$ cat src/rtl/regfile_write_arbiter_if.sv
// Bus bundle for regfile_write_arbiter: writeback and long-latency result
// handshakes, issue/decode hazard queries, and the register file write port.
// The master modport is the pipeline side; the slave modport is the arbiter.
interface regfile_write_arbiter_if;
  // writeback stage
  logic        wb_valid;
  logic [4:0]  wb_rd;
  logic [31:0] wb_data;
  logic        wb_ready;
  // long-latency unit result
  logic        lu_valid;
  logic [4:0]  lu_rd;
  logic [31:0] lu_data;
  logic        lu_ready;
  // long-latency issue and decode hazard lookups
  logic        iss_valid;
  logic [4:0]  iss_rd;
  logic        iss_ready;
  logic [4:0]  rs1;
  logic [4:0]  rs2;
  logic        rs1_busy;
  logic        rs2_busy;
  // register file write port
  logic        rf_we;
  logic [4:0]  rf_rd;
  logic [31:0] rf_data;

  modport master (
    output wb_valid, wb_rd, wb_data, lu_valid, lu_rd, lu_data,
           iss_valid, iss_rd, rs1, rs2,
    input  wb_ready, lu_ready, iss_ready, rs1_busy, rs2_busy,
           rf_we, rf_rd, rf_data
  );

  modport slave (
    input  wb_valid, wb_rd, wb_data, lu_valid, lu_rd, lu_data,
           iss_valid, iss_rd, rs1, rs2,
    output wb_ready, lu_ready, iss_ready, rs1_busy, rs2_busy,
           rf_we, rf_rd, rf_data
  );
endinterface

$ cat src/rtl/regfile_write_arbiter.sv
// regfile_write_arbiter: shares the single register file write port between
// the in-order writeback stage and an out-of-order long-latency unit.
// Long-latency results wait in a 2-entry FIFO; writeback has priority unless
// the FIFO head has lost STARVE_LIMIT consecutive cycles, then it is forced.
// Optional destination scoreboard: define REGFILE_WRARB_SCOREBOARD_EN.
module regfile_write_arbiter #(
  parameter int unsigned STARVE_LIMIT = 4  // 1..15
) (
  input  logic                     clk,
  input  logic                     rst,  // asynchronous, active-low
  regfile_write_arbiter_if.slave   bus
);

  localparam logic [3:0] STARVE_LIM = 4'(STARVE_LIMIT);

  typedef struct packed {
    logic [4:0]  rd;
    logic [31:0] data;
  } wr_entry_t;

  wr_entry_t   fifo_mem [2];
  logic        rd_ptr;
  logic        wr_ptr;
  logic [1:0]  count;
  logic [3:0]  sc;

  logic        fifo_empty;
  logic        fifo_full;
  wr_entry_t   head;
  logic        force_lu;
  logic        grant_lu;
  logic        grant_wb;
  logic        push;
  logic        pop;
  logic [4:0]  grant_rd;
  logic [31:0] grant_data;

  assign fifo_empty = (count == 2'd0);
  assign fifo_full  = (count == 2'd2);
  assign head       = fifo_mem[rd_ptr];

  // A buffered write that has starved long enough pre-empts writeback.
  assign force_lu = !fifo_empty && (sc >= STARVE_LIM);
  assign grant_lu = force_lu || (!bus.wb_valid && !fifo_empty);
  assign grant_wb = !force_lu && bus.wb_valid;

  // lu_ready looks only at the pre-pop state, so a full FIFO never pushes
  // in the same cycle it pops.
  assign bus.lu_ready = !fifo_full;
  assign bus.wb_ready = !force_lu;

  assign push = bus.lu_valid && bus.lu_ready;
  assign pop  = grant_lu;

  // Select the source that owns the write port this cycle.
  always_comb begin
    // NOTE: every always_comb output gets a default first so no path leaves it
    // unassigned; otherwise synthesis infers a latch.
    grant_rd   = '0;
    grant_data = '0;
    if (grant_lu) begin
      grant_rd   = head.rd;
      grant_data = head.data;
    end else if (grant_wb) begin
      grant_rd   = bus.wb_rd;
      grant_data = bus.wb_data;
    end
  end

  // FIFO pointers, occupancy and the starvation counter.
  always_ff @(posedge clk or negedge rst) begin
    // NOTE: sequential state uses non-blocking assignments so every register
    // samples pre-edge values regardless of statement order.
    if (!rst) begin
      rd_ptr <= 1'b0;
      wr_ptr <= 1'b0;
      count  <= 2'd0;
      sc     <= 4'd0;
    end else begin
      rd_ptr <= rd_ptr ^ pop;
      wr_ptr <= wr_ptr ^ push;
      count  <= count + 2'(push) - 2'(pop);
      if (pop || fifo_empty) begin
        sc <= 4'd0;
      end else if (grant_wb && (sc != 4'hF)) begin
        sc <= sc + 4'd1;
      end
    end
  end

  // FIFO payload storage.
  // NOTE: payload storage is deliberately not reset; occupancy is, and an
  // entry is never read before it has been written.
  always_ff @(posedge clk) begin
    if (push) begin
      fifo_mem[wr_ptr] <= '{rd: bus.lu_rd, data: bus.lu_data};
    end
  end

  // Registered register-file write port; writes to x0 are suppressed.
  always_ff @(posedge clk or negedge rst) begin
    if (!rst) begin
      bus.rf_we   <= 1'b0;
      bus.rf_rd   <= 5'd0;
      bus.rf_data <= 32'd0;
    end else begin
      bus.rf_we <= (grant_lu || grant_wb) && (grant_rd != 5'd0);
      if (grant_lu || grant_wb) begin
        bus.rf_rd   <= grant_rd;
        bus.rf_data <= grant_data;
      end
    end
  end

`ifdef REGFILE_WRARB_SCOREBOARD_EN
  logic [31:0] busy;
  logic [31:0] busy_next;
  logic        iss_fire;

  assign bus.iss_ready = (bus.iss_rd == 5'd0) || !busy[bus.iss_rd];
  assign iss_fire      = bus.iss_valid && bus.iss_ready && (bus.iss_rd != 5'd0);
  assign bus.rs1_busy  = (bus.rs1 != 5'd0) && busy[bus.rs1];
  assign bus.rs2_busy  = (bus.rs2 != 5'd0) && busy[bus.rs2];

  // Clear on buffered grant, then set on issue, so a same-rd set wins.
  always_comb begin
    busy_next = busy;
    if (pop) begin
      busy_next[head.rd] = 1'b0;
    end
    if (iss_fire) begin
      busy_next[bus.iss_rd] = 1'b1;
    end
  end

  // Scoreboard register.
  always_ff @(posedge clk or negedge rst) begin
    if (!rst) begin
      busy <= '0;
    end else begin
      busy <= busy_next;
    end
  end
`else
  // Without the scoreboard nothing is ever busy and issue is never blocked.
  logic unused_sb_inputs;
  assign unused_sb_inputs = &{1'b0, bus.iss_valid, bus.iss_rd, bus.rs1, bus.rs2};
  assign bus.iss_ready = 1'b1;
  assign bus.rs1_busy  = 1'b0;
  assign bus.rs2_busy  = 1'b0;
`endif

endmodule

$ cat src/flat_wrapper.sv
// flat-port wrapper written by rule: the top's interface ports become plain ports
module regfile_write_arbiter_flat 
#(
  parameter int unsigned STARVE_LIMIT = 4          
)
  (clk, rst, bus_wb_valid, bus_wb_rd, bus_wb_data, bus_lu_valid, bus_lu_rd, bus_lu_data, bus_iss_valid, bus_iss_rd, bus_rs1, bus_rs2, bus_wb_ready, bus_lu_ready, bus_iss_ready, bus_rs1_busy, bus_rs2_busy, bus_rf_we, bus_rf_rd, bus_rf_data);
  regfile_write_arbiter_if bus_i ();
  input  logic clk;
  input  logic rst;
  input wire logic [$bits(bus_i.wb_valid)-1:0] bus_wb_valid;
  input wire logic [$bits(bus_i.wb_rd)-1:0] bus_wb_rd;
  input wire logic [$bits(bus_i.wb_data)-1:0] bus_wb_data;
  input wire logic [$bits(bus_i.lu_valid)-1:0] bus_lu_valid;
  input wire logic [$bits(bus_i.lu_rd)-1:0] bus_lu_rd;
  input wire logic [$bits(bus_i.lu_data)-1:0] bus_lu_data;
  input wire logic [$bits(bus_i.iss_valid)-1:0] bus_iss_valid;
  input wire logic [$bits(bus_i.iss_rd)-1:0] bus_iss_rd;
  input wire logic [$bits(bus_i.rs1)-1:0] bus_rs1;
  input wire logic [$bits(bus_i.rs2)-1:0] bus_rs2;
  output wire logic [$bits(bus_i.wb_ready)-1:0] bus_wb_ready;
  output wire logic [$bits(bus_i.lu_ready)-1:0] bus_lu_ready;
  output wire logic [$bits(bus_i.iss_ready)-1:0] bus_iss_ready;
  output wire logic [$bits(bus_i.rs1_busy)-1:0] bus_rs1_busy;
  output wire logic [$bits(bus_i.rs2_busy)-1:0] bus_rs2_busy;
  output wire logic [$bits(bus_i.rf_we)-1:0] bus_rf_we;
  output wire logic [$bits(bus_i.rf_rd)-1:0] bus_rf_rd;
  output wire logic [$bits(bus_i.rf_data)-1:0] bus_rf_data;
  assign bus_i.wb_valid = bus_wb_valid;
  assign bus_i.wb_rd = bus_wb_rd;
  assign bus_i.wb_data = bus_wb_data;
  assign bus_i.lu_valid = bus_lu_valid;
  assign bus_i.lu_rd = bus_lu_rd;
  assign bus_i.lu_data = bus_lu_data;
  assign bus_i.iss_valid = bus_iss_valid;
  assign bus_i.iss_rd = bus_iss_rd;
  assign bus_i.rs1 = bus_rs1;
  assign bus_i.rs2 = bus_rs2;
  assign bus_wb_ready = bus_i.wb_ready;
  assign bus_lu_ready = bus_i.lu_ready;
  assign bus_iss_ready = bus_i.iss_ready;
  assign bus_rs1_busy = bus_i.rs1_busy;
  assign bus_rs2_busy = bus_i.rs2_busy;
  assign bus_rf_we = bus_i.rf_we;
  assign bus_rf_rd = bus_i.rf_rd;
  assign bus_rf_data = bus_i.rf_data;
  regfile_write_arbiter #(.STARVE_LIMIT(STARVE_LIMIT)) u_core (.clk(clk), .rst(rst), .bus(bus_i));
endmodule
$ cat config.mk
export PLATFORM = sky130hd
export DESIGN_NAME = regfile_write_arbiter_flat
export DESIGN_NICKNAME = d
export VERILOG_FILES = /design/src/rtl/regfile_write_arbiter_if.sv /design/src/rtl/regfile_write_arbiter.sv /design/src/flat_wrapper.sv
export SDC_FILE = /design/constraint.sdc
export NUM_CORES = 1
export LEC_CHECK = 0
export BUFFER_PORTS_ARGS = -buffer_cell sky130_fd_sc_hd__buf_2
export CORE_ASPECT_RATIO = 1.2
export CORE_MARGIN = 1
export CORE_UTILIZATION = 30
export CTS_CLUSTER_DIAMETER = 120
export DETAILED_ROUTE_END_ITERATION = 8
export GPL_ROUTABILITY_DRIVEN = 1
export HOLD_SLACK_MARGIN = 0.12
export PLACE_DENSITY = 0.51
export SLEW_MARGIN = 20
export SYNTH_ARGS = -nofsm -noshare
export SYNTH_HDL_FRONTEND = slang
export SYNTH_SLANG_ARGS = --single-unit
$ cat constraint.sdc
create_clock -name clk -period 3.82 [get_ports clk]
set_input_delay 0.382 -clock clk [delete_from_list [all_inputs] [get_ports clk]]
set_output_delay 0.382 -clock clk [all_outputs]
set_load 0.02 [all_outputs]
# Word-level counts from Yosys, hierarchy flattened
# Memories as Yosys holds them, arrays and structs flattened.
# Cells that the tools add are included.
word_totals:
  mem_count: 1
  reg_bits: 46
  latchBits: 0
  inputBits: 94
  ramBits: 74
  word_cells: 40
  rom_bits: 0
mem_list:
  columns: ["name", "depth", "word_bits", "rd", "rd_ports_with_merged_regs", "wr", "line_no", "text"]
  rows:
  - ["u_core.fifo_mem", 2, 37, 1, 0, 1, "regfile_write_arbiter.sv:21", "wr_entry_t fifo_mem [2];"]
classes:
  bitwise: 2
  muxes: 8
  n_shift: 0
  div: 0
  magnitude_cmp: 1
  n_addsub: 3
  eq_ne: 2
  n_mul: 0
  reduce_logical: 16
op_table:
  columns: ["operator", "n"]
  rows:
  - ["$mux W32", 2]
  - ["$mux W5", 2]
  - ["$mux W4", 2]
  - ["$logic_and A1 B1 Y1", 6]
  - ["$reduce_bool A5 Y1", 1]
  - ["$add A4 B1 Y4 const B", 1]
  - ["$ge A4 B3 Y1 const B", 1]
  - ["$logic_not A1 Y1", 4]
  - ["$ne A4 B4 Y1 const B", 1]
  - ["$logic_or A1 B1 Y1", 3]
  - ["$add A2 B1 Y2", 1]
  - ["$eq A2 B2 Y1 const B", 1]
  - ["$logic_not A2 Y1", 1]
  - ["$mux W1", 2]
  - ["$reduce_bool A2 Y1", 1]
  - ["$sub A2 B1 Y2", 1]
  - ["$xor A1 B1 Y1", 2]

# Longest topological paths before layout
# Gate-level depths: netlist (run 1).
depth:
  depth_word: 9
  ltp_mapped: 9

# Worst setup path after synthesis (run 1)
# OpenSTA, ideal clock, no wires.
synth_timing:
  path_kind: "register to register"
  from: "register u_core.count[0]"
  to: "memory u_core.fifo_mem[1][0] in the netlist's numbering (enable)"
  setup_slack_ps: 1667
  n_path_buf: 0
  stages_incl_launch_ff: 5
  t_required_ps: 3422
  t_arrival_ps: 1755
  path_cell_list: "dfrtp_1 -> inv_1 -> nand2_1 -> and2_1 -> ha_1"
synth_via:
  elab_chain_cells: 5
synth_rtl:
  columns: ["item", "line_no", "text"]
  rows:
  - ["start: declaration", "regfile_write_arbiter.sv:24", "logic [1:0] count;"]
  - ["start signal: assignment", "regfile_write_arbiter.sv:82", "count <= count + 2'(push) - 2'(pop);"]
  - ["$eq A2 B2 Y1", "regfile_write_arbiter.sv:39", "assign fifo_full = (count == 2'd2);"]
  - ["$logic_not A1 Y1", "regfile_write_arbiter.sv:49", "assign bus.lu_ready = !fifo_full;"]
  - ["via bus_lu_ready", "flat_wrapper.sv:21", "output wire logic [$bits(bus_i.lu_ready)-1:0] bus_lu_ready;"]
  - ["$logic_and A1 B1 Y1", "regfile_write_arbiter.sv:52", "assign push = bus.lu_valid && bus.lu_ready;"]
  - ["$mux W1", "regfile_write_arbiter.sv:95", "if (push) begin"]
  - ["$mux W1 (implied by the code)", "regfile_write_arbiter.sv:96", "fifo_mem[wr_ptr] <= '{rd: bus.lu_rd, data: bus.lu_data};"]
  - ["end: declaration", "regfile_write_arbiter.sv:21", null]
# The timed path passes the listed nets, and every way through them passes these cells.

# Worst setup path in the final report (run 1)
layout_timing:
  from: "register u_core.count[1]"
  to: "register u_core.count[1]"
layout_via:
  elab_chain_cells: 5
layout_rtl:
  columns: ["item", "line_no"]
  rows:
  - ["$eq A2 B2 Y1 / $logic_not A2 Y1 (equally long branches)", "regfile_write_arbiter.sv:39, regfile_write_arbiter.sv:38"]
  - ["$logic_not A1 Y1, on equally long branches", "regfile_write_arbiter.sv:49, regfile_write_arbiter.sv:43, regfile_write_arbiter.sv:44"]
  - ["$logic_and A1 B1 Y1, on equally long branches", "regfile_write_arbiter.sv:52, regfile_write_arbiter.sv:43, regfile_write_arbiter.sv:44"]
  - ["$add A2 B1 Y2 / $logic_or A1 B1 Y1 (equally long branches)", "regfile_write_arbiter.sv:82, regfile_write_arbiter.sv:44"]
  - ["$sub A2 B1 Y2 *", "regfile_write_arbiter.sv:82"]
# Mark *: on every way between the ends. The rest lies on a longest branch, timed or not.
# A chain may end at the register's enable or synchronous reset.

==> flow_metrics.env, run 1 <==
export IMPL_arrival_ns=2.54
export IMPL_htreeDepth=4
export IMPL_critPathSlowestCell="or2_2"
export IMPL_status="completed"
export IMPL_drive_gt1_share_pct=43.3
export IMPL_period_share_pct=57.9
export IMPL_via_per_inst=4.60
export IMPL_finalSetupTns_ns=0
export IMPL_hold_viol=0
export IMPL_power_leakage_nw=2.53
export IMPL_synth_distinct_cells=34
export IMPL_maxCapViolations=0
export IMPL_root_buffer="clkbuf_16"
export IMPL_clock_fmax_mhz=452
export IMPL_synth_seq_cells=120
export IMPL_nFillCells=1514
export IMPL_num_antenna_cells=0
export IMPL_grt_max_degree=47
export IMPL_fin_nets=511
export IMPL_grt_pass1_vias=3072
export IMPL_worstSkewPairLatency_ns=0.41
export IMPL_portBuffers=117
export IMPL_drc_errors=0
export IMPL_start_kind="flip-flop"
export IMPL_rows=50
export IMPL_finalMaxSlewViolations=0
export IMPL_dieArea_um2=16500
export IMPL_core_um2=15600
export IMPL_die_w_um=117
export IMPL_crit_family="simple AND/OR/NAND/NOR gates"
export IMPL_wl_met1_um=4470
export IMPL_worst_pin_slew_ns=1.01
export IMPL_path_cells="or2_2, nand2_1, inv_1, ha_1, inv_1, ha_1, xnor2_1, xnor2_1"
export IMPL_fin_crit_ns=2.21
export IMPL_multi_input_area_um2=1220
export IMPL_slowest_delay_ns=0.61
export IMPL_max_slew_margin_rel_pct=32.8
export IMPL_worstSetupPathType="reg2reg"
export IMPL_initialDrtViolationCount=99
export IMPL_clock_sinks=120
export IMPL_start_util_pct=30.7
export IMPL_regArea_um2=3380
export IMPL_required_ns=4.15
export IMPL_rsz0062_at_grt="no"
export IMPL_clockBufferDepth=2
export IMPL_holdPathStages=1
export IMPL_cp_num_buf_inv=2
export IMPL_hp_class="in2reg"
export IMPL_fin_skew_ns=0.00660
export IMPL_wl_per_cell_um=16.5
export IMPL_cp_max_fo=36
export IMPL_top_layer="met4"
export IMPL_clk_pin_slew_ns=0.05
export IMPL_met3_length_um=456
export IMPL_cts_made_buffers=17
export IMPL_syn_inst=292
export IMPL_cp_depth=8
export IMPL_ff2ff_path_depth=8
export IMPL_ys_seq_area_share_pct=70.5
export IMPL_synth_area_um2=4780
export IMPL_die_height_um=140
export IMPL_wirelength_um=10400
export IMPL_grt_usage_pct=13.8
export IMPL_setup_violations_final=0
export IMPL_place_congestion=0.698
export IMPL_detailroute_via_count=2910
export IMPL_vdd_ir_drop_max_mv=0.274
export IMPL_hpwl_um=6600
export IMPL_cts_resized=0
export IMPL_p_total_mw=5.16
export IMPL_grt_overflow=0
export IMPL_cts_tree="yes"
export IMPL_powerDensity_nw_per_um2=847
export IMPL_drtPass1Iterations=6
export IMPL_endpoint_kind="flip-flop"
export IMPL_antenna_found_initial=0
export IMPL_wl_met2_um=5330
export IMPL_area_growth_pct=27.3
export IMPL_drtAntennaViolNets=0
export IMPL_io_pins=137
export IMPL_yosys_warnings=0
export IMPL_grt_pass1_wl_um=16200
export IMPL_avgSynthCellArea_um2=16.4
-- final timing paths --
kind	from	to	slack (ns)
worst min register to register	u_core.sc[0]$_DFFE_PN0P_	u_core.sc[0]$_DFFE_PN0P_	0.46
worst min-delay path	bus_lu_data[2]	u_core.fifo_mem[0][2]$_DFFE_PP_	0.16
worst max register to register	u_core.count[1]$_DFF_PN0_	u_core.count[1]$_DFF_PN0_	1.61
max in group asynchronous	rst	u_core.rd_ptr$_DFF_PN0_	2.82
worst max-delay path	u_core.count[1]$_DFF_PN0_	u_core.count[1]$_DFF_PN0_	1.61
min in group asynchronous	rst	u_core.bus.rf_data[20]$_DFFE_PN0P_	0.53
-- worst reg2reg max path, stage by stage (launching register included) --
cell,delay [ns]
dfrtp_1,0.42
or2_2,0.61
nand2_1,0.24
inv_1,0.07
ha_1,0.26
inv_1,0.04
ha_1,0.19
xnor2_1,0.17
xnor2_1,0.14
-- flip-flops by register name, summed over array words and instances (netlist names) --
| name | cells |
|---|---|
| u_core.bus.rf_data | 32 |
| u_core.bus.rf_rd | 5 |
| u_core.bus.rf_we | 1 |
| u_core.count | 2 |
| u_core.fifo_mem | 74 |
| u_core.rd_ptr | 1 |
| u_core.sc | 4 |
| u_core.wr_ptr | 1 |
-- through the flow --
stage          hold slack, ns  instance area (um^2)  setup WS [ns]  cells  util (%)
6_report                0.155                  6090           1.61    633      39.1
3_3_place_gp            0.433                  5490           1.61    600      35.3
4_1_cts                 0.130                  6070           1.56    632      39.0
2_1_floorplan          0.0864                  4790           1.67    294         -
3_5_place_dp            0.454                  5490           1.58    600      35.3
5_1_grt                 0.131                  6090           1.41    633      39.1
-- logic make-up (layout without fill, tap and decap cells) --
kind of cell | after synthesis | count (layout) | share of synthesized area (%)
muxes | 37 | 37 | 7.74
buffers and inverters | 28 | 159 | 4.13
adders and majority gates | 5 | 5 | 1.31
xor gates and xnor gates | 3 | 3 | 0.550
and+or+nand+nor | 57 | 57 | 6.54
other | 2 | 4 | 0.157
DFF | 120 | 120 | 70.5
AOI/OAI and AO/OA | 40 | 40 | 9.03
-- what timing repair did --
action,in CTS,in global routing
hold buffers,0,1
hold endpoints to repair,0,46
buffers inserted,0,0
-- layout by cell type, fill, tap and decap left out, types with 2 or more instances in the layout --
cell,n
clkinvlp_4,2
ha_1,3
nand2_1,3
nor2_1,3
inv_1,5
bufinv_16,3
edfxtp_1,74
dfrtp_1,45
o221a_2,30
mux2i_1,37
clkbuf_16,17
clkbuf_1,4
buf_4,5
o221a_1,2
and3_1,2
ha_2,2
clkinv_1,2
o22ai_1,2
nor3_1,7
nand3_1,31
a221o_1,5
xnor2_1,3
clkinv_2,3
buf_2,116
conb_1,4
-- metal layers --
metal	vias up	GRT usage, %
met5	-	0
met4	0	6.80
li1	1386	-
met2	85	22.7
met1	1427	15.9
met3	12	4.41
-- cell usage after synthesis --
master    instances  area, um^2
or3b_1            1        8.76
nand2_1           3        11.3
nor3b_2           1        12.5
mux2i_1          37         370
nor4b_1           1        8.76
buf_6             4        45.0
clkbuf_1          1        3.75
and3_1            2        12.5
buf_2            10        50.1
inv_1             5        18.8
or4_1             1        7.51
dfrtp_1          46        1150
edfxtp_1         74        2220
o221a_2          30         338
conb_1            2        7.51
or2_2             1        6.26
and2_2            1        7.51
and2_1            1        6.26
o22ai_1           2        12.5
nor3b_1           1        7.51
o221a_1           2        22.5
nand3_2           1        10.0
a221o_1           5        50.1
ha_1              5        62.6
xnor2_1           3        26.3
buf_8             3        45.0
nand3_1          31         155
buf_4             4        30.0
nor3_1            7        35.0
clkbuf_2          1        5.00
or3_1             1        6.26
nor2_1            3        11.3
o22a_1            1        8.76
nor4_1            1        6.26
-- final cells by class --
cell class | instances | share of cell area (%)
sequential | 120 | 55.5
multi-input combinational | 146 | 20.1
timing repair buffer | 122 | 10.3
clock buffer | 22 | 7.46
tap | 208 | 4.27
clock inverter | 10 | 2.10
inverter | 5 | 0.308
-- power by group --
group          total [mW]  leakage [nW]  internal [mW]  switching (mW)
combinational        1.49          1.03          0.635           0.853
sequential           2.10          1.22           1.83           0.265
clock                1.57         0.279           1.03           0.540
Note: power is estimated with default switching activity, not from simulation.
==> inputs of run 2 (changes only) <==
clock period = 2.25 ns   (was 3.82 ns; I/O delays follow)
==> run 2 against run 1 <==
- total power increased by 78%
- fmax rose by 16%
- clock power up 85%
- critical endpoint unchanged
- largest cell class unchanged
- largest power group unchanged
- highest routed layer unchanged
==> flow_metrics.env, run 2 (synthesis gave the netlist of run 1 again) <==
export IMPL_path_cells="or3b_1, nand2_1, inv_1, ha_1, inv_1, ha_1, xnor2_1, xnor2_1"
export IMPL_slowest_delay_ns=0.40
export IMPL_swShare_pct=31.4
export IMPL_grt_max_degree=36
export IMPL_hpwl_um=7100
export IMPL_use_met2_pct=25.4
export IMPL_hold_viol=0
export IMPL_met3_usage_pct=3.50
export IMPL_rows=50
export IMPL_worst_pin_slew_ns=0.735
export IMPL_max_slew_margin_rel_pct=51.0
export IMPL_clk_pin_slew_ns=0.05
export IMPL_setup_violations_final=0
export IMPL_critPathSlowestCell="dfrtp_1"
export IMPL_largestRegisters="u_core.fifo_mem x74, u_core.bus.rf_data x32, u_core.bus.rf_rd x5"
export IMPL_root_buffer="clkbuf_16"
export IMPL_grt_pass1_wl_um=17900
export IMPL_holdPathStages=3
export IMPL_hold_start="bus_lu_valid"
export IMPL_antenna_found_initial=0
export IMPL_drive_gt1_share_pct=38.9
export IMPL_ff2ff_setup_slack_ns=0.35
export IMPL_arrival_ns=2.22
export IMPL_vdd_ir_drop_max_mv=0.575
export IMPL_initialDrtViolationCount=108
export IMPL_fin_skew_ns=0.0113
export IMPL_finalMaxSlewViolations=0
export IMPL_dieArea_um2=16500
export IMPL_maxCapViolations=0
export IMPL_clock_sinks=120
export IMPL_dpl_cell_area_um2=5580
export IMPL_worstSkewPairLatency_ns=0.41
export IMPL_r2r_end="u_core.count[1]$_DFF_PN0_"
export IMPL_hold_end="u_core.count[0]$_DFF_PN0_"
export IMPL_hp_class="in2reg"
export IMPL_rsz0062_at_grt="no"
export IMPL_drc_errors=0
export IMPL_htreeDepth=4
export IMPL_grt_overflow=0
export IMPL_area_growth_pct=45.9
export IMPL_status="completed"
export IMPL_power_leakage_nw=2.93
export IMPL_intPower_mw=6.32
export IMPL_finish_instance_area_um2=6980
export IMPL_combPwrFrac_pct=31.0
export IMPL_endpoint_kind="flip-flop"
export IMPL_ff2ff_path_depth=8
export IMPL_worstSetupPathType="reg2reg"
export IMPL_layout_commonest_cell="buf_2"
export IMPL_clock_fmax_mhz=527
export IMPL_via_per_inst=4.54
export IMPL_most_common_layout_cells="buf_2 (117), dlygate4sd3_1 (75), edfxtp_1 (74)"
export IMPL_cts_setup_buffers=0
export IMPL_required_ns=2.57
export IMPL_rr_startpoint="u_core.sc[2]$_DFFE_PN0P_"
export IMPL_io_pins=137
export IMPL_num_antenna_cells=0
export IMPL_regMostFlops="u_core.fifo_mem"
export IMPL_core_um2=15600
export IMPL_die_height_um=140
export IMPL_start_util_pct=30.7
export IMPL_wl_per_cell_um=15.7
export IMPL_power_switching_mw=2.89
export IMPL_detailroute_via_count=3244
export IMPL_die_w_um=117
export IMPL_fin_nets=593
export IMPL_drtAntennaViolNets=0
export IMPL_grt_pass1_vias=3428
export IMPL_drtPass1Iterations=4
export IMPL_wirelength_um=11200
export IMPL_fin_crit_ns=1.90
export IMPL_busiest_layer="met2"
export IMPL_largest_reg_flops=74
export IMPL_cts_tree="yes"
export IMPL_powerDensity_nw_per_um2=1320
export IMPL_clockBufferDepth=2
export IMPL_cts_made_buffers=17
export IMPL_seqPwrFrac_pct=37.5
export IMPL_grt_usage_pct=14.9
export IMPL_start_kind="flip-flop"
export IMPL_period_share_pct=84.4
export IMPL_finalSetupTns_ns=0
export IMPL_portBuffers=117
export IMPL_grtUsageMet1_pct=17.7
export IMPL_place_congestion=0.670
export IMPL_power_frac_clock_pct=31.5
export IMPL_cp_max_fo=3
export IMPL_p_total_mw=9.21
run 2: cell types whose count changed in the layout (fill, tap and decap cells not counted), moves of 2 or more:
cell / delta
clkbuf_8: +5
buf_12: +2
buf_4: +5
clkinvlp_4: -2
dlygate4sd3_1: +74
clkbuf_1: -3
clkinv_1: -2
run 2: how the worst max path moves through the flow:
stage / start / end / slack [ns]
floorplan: u_core.count[0]$_DFF_PN0_ / u_core.fifo_mem[1][0]$_DFFE_PP_ / 0.1
global placement: u_core.sc[2]$_DFFE_PN0P_ / u_core.count[1]$_DFF_PN0_ / 0.39
detailed placement: u_core.sc[2]$_DFFE_PN0P_ / u_core.count[1]$_DFF_PN0_ / 0.33
CTS: u_core.sc[2]$_DFFE_PN0P_ / u_core.count[1]$_DFF_PN0_ / 0.31
global route: u_core.sc[2]$_DFFE_PN0P_ / u_core.count[1]$_DFF_PN0_ / 0.21
finish: u_core.sc[2]$_DFFE_PN0P_ / u_core.count[1]$_DFF_PN0_ / 0.35
run 2: worst max-delay path, delay by kind of cell, from the launching register on:
family	cells	cell delay [ns]
buffers and inverters	2	0.10
flip-flops	1	0.40
adder cells (fa/ha/maj)	2	0.45
AND/OR/NAND/NOR	2	0.55
XOR/XNOR	2	0.32
run 2: power by group through the flow:
stage,clock (mW),sequential (mW),combinational [mW]
3_3_place_gp,0,3.45,2.77
6_report,2.90,3.45,2.86
5_1_grt,3.07,3.53,3.14
3_5_place_dp,0,3.48,2.81
4_1_cts,2.98,3.45,2.91
2_1_floorplan,0,3.83,1.54
run 2: repair_timing:
action,in CTS,in global routing
hold endpoints to repair,140,0
hold buffers,75,0
resized for setup,0,0
run 2: layout make-up:
cell class              instances  area [um^2]
fillers                      1433         8600
flip-flops and latches        120         3370
repair buffers                204         1450
multi-input cells             146         1220
clock buffers                  25          537
well taps                     208          260
clock inverters                 7          110
inverters                       5         18.8
run 2: per-layer routing:
layer | vias to the layer above | routed length (um)
li1 | 1556 | -
met1 | 1588 | 4770
met2 | 92 | 5880
met3 | 8 | 436
met4 | 0 | 145
met5 | - | 0
run 2: per-stage QoR:
step	cells	setup slack (ns)	utilization, %	hold slack [ns]
2_1_floorplan	294	0.0974	-	-0.0706
5_1_grt	715	0.212	44.8	0.306
3_3_place_gp	608	0.391	35.8	0.320
3_5_place_dp	608	0.328	35.8	0.331
4_1_cts	715	0.313	44.8	0.278
6_report	715	0.352	44.8	0.272
==> inputs of run 3 (changes only) <==
clock period = 1.9 ns   (was 2.25 ns; I/O delays follow)
==> run 3 against run 2 <==
- flip-flop and latch count is the same
- register-to-register slack got worse by 0.26 ns
- fmax grew 5.0%
- critical path depth is the same
- via count rose by 2.3%
- hold slack worse by 0.0035 ns
- clock-buffer cell count is 4 lower
- sequential power grew 18%
- non-clock buffer count is 5 higher
- die area unchanged
- final area fell by 0.34%
- first-iteration DRC count up 33%
- critical path type unchanged
==> flow_metrics.env, run 3 (synthesis gave the netlist of run 1 again) <==
export IMPL_status="completed"
export IMPL_grt_usage_pct=14.6
export IMPL_detailroute_via_count=3319
export IMPL_critPathSlowestCell="or3b_4"
export IMPL_grt_max_degree=36
export IMPL_hold_slack_ns=0.268
export IMPL_hold_start="bus_lu_valid"
export IMPL_antenna_found_initial=0
export IMPL_cts_tree="yes"
export IMPL_fin_nets=598
export IMPL_dieArea_um2=16500
export IMPL_finish_utilization_pct=44.6
export IMPL_setup_violations_final=0
export IMPL_rows=50
export IMPL_regMostFlops="u_core.fifo_mem"
export IMPL_slowest_delay_ns=0.40
export IMPL_worstSkewPairLatency_ns=0.41
export IMPL_drive_gt1_share_pct=39.3
export IMPL_wl_per_cell_um=15.5
export IMPL_ff2ff_path_depth=8
export IMPL_worstSetupPathType="reg2reg"
export IMPL_start_util_pct=30.7
export IMPL_max_slew_margin_rel_pct=65.4
export IMPL_largestRegisters="u_core.fifo_mem x74, u_core.bus.rf_data x32, u_core.bus.rf_rd x5"
export IMPL_clock_sinks=120
export IMPL_hpwl_um=7160
export IMPL_via_per_inst=4.61
export IMPL_drtPass1Iterations=4
export IMPL_largest_reg_flops=74
export IMPL_cts_made_buffers=17
export IMPL_drtAntennaViolNets=0
export IMPL_ff2ff_setup_slack_ns=0.09
export IMPL_die_w_um=117
export IMPL_path_cells="or3b_4, nand2_1, inv_1, ha_1, inv_1, ha_2, xnor2_2, xnor2_1"
export IMPL_place_congestion=0.690
export IMPL_rsz0062_at_grt="no"
export IMPL_drc_errors=0
export IMPL_most_common_layout_cells="buf_2 (117), dlygate4sd3_1 (75), edfxtp_1 (74)"
export IMPL_clockBufferDepth=2
export IMPL_nFillCells=1437
export IMPL_arrival_ns=2.09
export IMPL_root_buffer="clkbuf_16"
export IMPL_hold_end="u_core.count[0]$_DFF_PN0_"
export IMPL_portBuffers=117
export IMPL_required_ns=2.18
export IMPL_htreeDepth=4
export IMPL_wirelength_um=11100
export IMPL_period_share_pct=95.2
export IMPL_finalMaxSlewViolations=0
export IMPL_start_kind="flip-flop"
export IMPL_rr_startpoint="u_core.sc[2]$_DFFE_PN0P_"
export IMPL_grt_pass1_vias=3541
export IMPL_grt_overflow=0
export IMPL_cpMostUsedCell="inv_1"
export IMPL_grt_pass1_wl_um=17800
export IMPL_core_um2=15600
export IMPL_hold_viol=0
export IMPL_clk_pin_slew_ns=0.05
export IMPL_initialDrtViolationCount=144
export IMPL_num_antenna_cells=0
export IMPL_io_pins=137
export IMPL_layout_commonest_cell="buf_2"
export IMPL_power_leakage_nw=2.90
export IMPL_clock_fmax_mhz=553
export IMPL_worst_pin_slew_ns=0.519
export IMPL_r2r_end="u_core.count[1]$_DFF_PN0_"
export IMPL_cp_max_fo=2
export IMPL_fin_crit_ns=1.81
export IMPL_maxCapViolations=0
export IMPL_die_height_um=140
export IMPL_holdPathStages=3
export IMPL_fin_skew_ns=0.00506
export IMPL_powerDensity_nw_per_um2=1510
export IMPL_hp_class="in2reg"
export IMPL_vdd_ir_drop_max_mv=0.658
export IMPL_endpoint_kind="flip-flop"
export IMPL_area_growth_pct=45.4
==> run 3: final cells by class <==
type                            count  area, um^2  area share (%)
Clock inverter                     11        85.1            1.22
Sequential cell                   120        3370            48.5
Tap cell                          208         260            3.74
Multi-Input combinational cell    146        1240            17.8
Clock buffer                       21         450            6.48
Inverter                            5        18.8           0.270
Timing Repair Buffer              209        1530            22.0
==> run 3: stage by stage <==
step / cells / power, mW / setup WS [ns] / setup TNS (ns) / instance area [um^2]
final: 720 / 10.5 / 0.0920 / 0 / 6950
after floorplan: 294 / 6.35 / -0.253 / -18.70 / 4790
after CTS: 718 / 10.6 / 0.0512 / 0 / 6920
after global routing: 720 / 11.1 / 0.0000266 / 0 / 6950
after global placement: 611 / 7.47 / 0.122 / 0 / 5640
after detailed placement: 611 / 7.54 / 0.0693 / 0 / 5640
==> run 3: critical path, delay by kind of cell, from the launching register on <==
kind                       cells  cell delay, ns
and+or+nand+nor                2            0.50
adders and majority gates      2            0.44
DFF                            1            0.39
xor gates and xnor gates       2            0.25
buffers and inverters          2            0.10
==> run 3: worst max-delay path by stage <==
stage | endpoint | start | slack (ns)
3_3_place_gp | u_core.count[1]$_DFF_PN0_ | u_core.sc[2]$_DFFE_PN0P_ | 0.12
3_5_place_dp | u_core.count[1]$_DFF_PN0_ | u_core.sc[2]$_DFFE_PN0P_ | 0.07
4_1_cts | u_core.count[1]$_DFF_PN0_ | u_core.sc[2]$_DFFE_PN0P_ | 0.05
5_1_grt | u_core.count[1]$_DFF_PN0_ | u_core.sc[2]$_DFFE_PN0P_ | 0.00003
2_1_floorplan | u_core.fifo_mem[1][0]$_DFFE_PP_ | u_core.count[0]$_DFF_PN0_ | -0.25
6_report | u_core.count[1]$_DFF_PN0_ | u_core.sc[2]$_DFFE_PN0P_ | 0.09
==> run 3: timing repair <==
action,CTS,global route
hold buffers,75,0
buffers inserted,0,2
resized for setup,0,3
setup endpoints to repair,0,1
endpoints found under the hold margin,130,0
==> run 3: layer usage <==
layer / global-route usage, % / vias to the layer above / share of wire [%]
met3: 2.68 / 14 / 3.3
met4: 6.80 / 0 / 1.9
li1: - / 1567 / -
met2: 25.0 / 81 / 52
met5: 0 / - / 0
met1: 17.5 / 1657 / 43
==> run 3: report_power, final <==
part | internal [mW] | total, mW | switching [mW]
Clock | 1.81 | 2.92 | 1.11
Combinational | 1.57 | 3.52 | 1.94
Sequential | 3.67 | 4.06 | 0.390
Total | 7.05 | 10.5 | 3.45
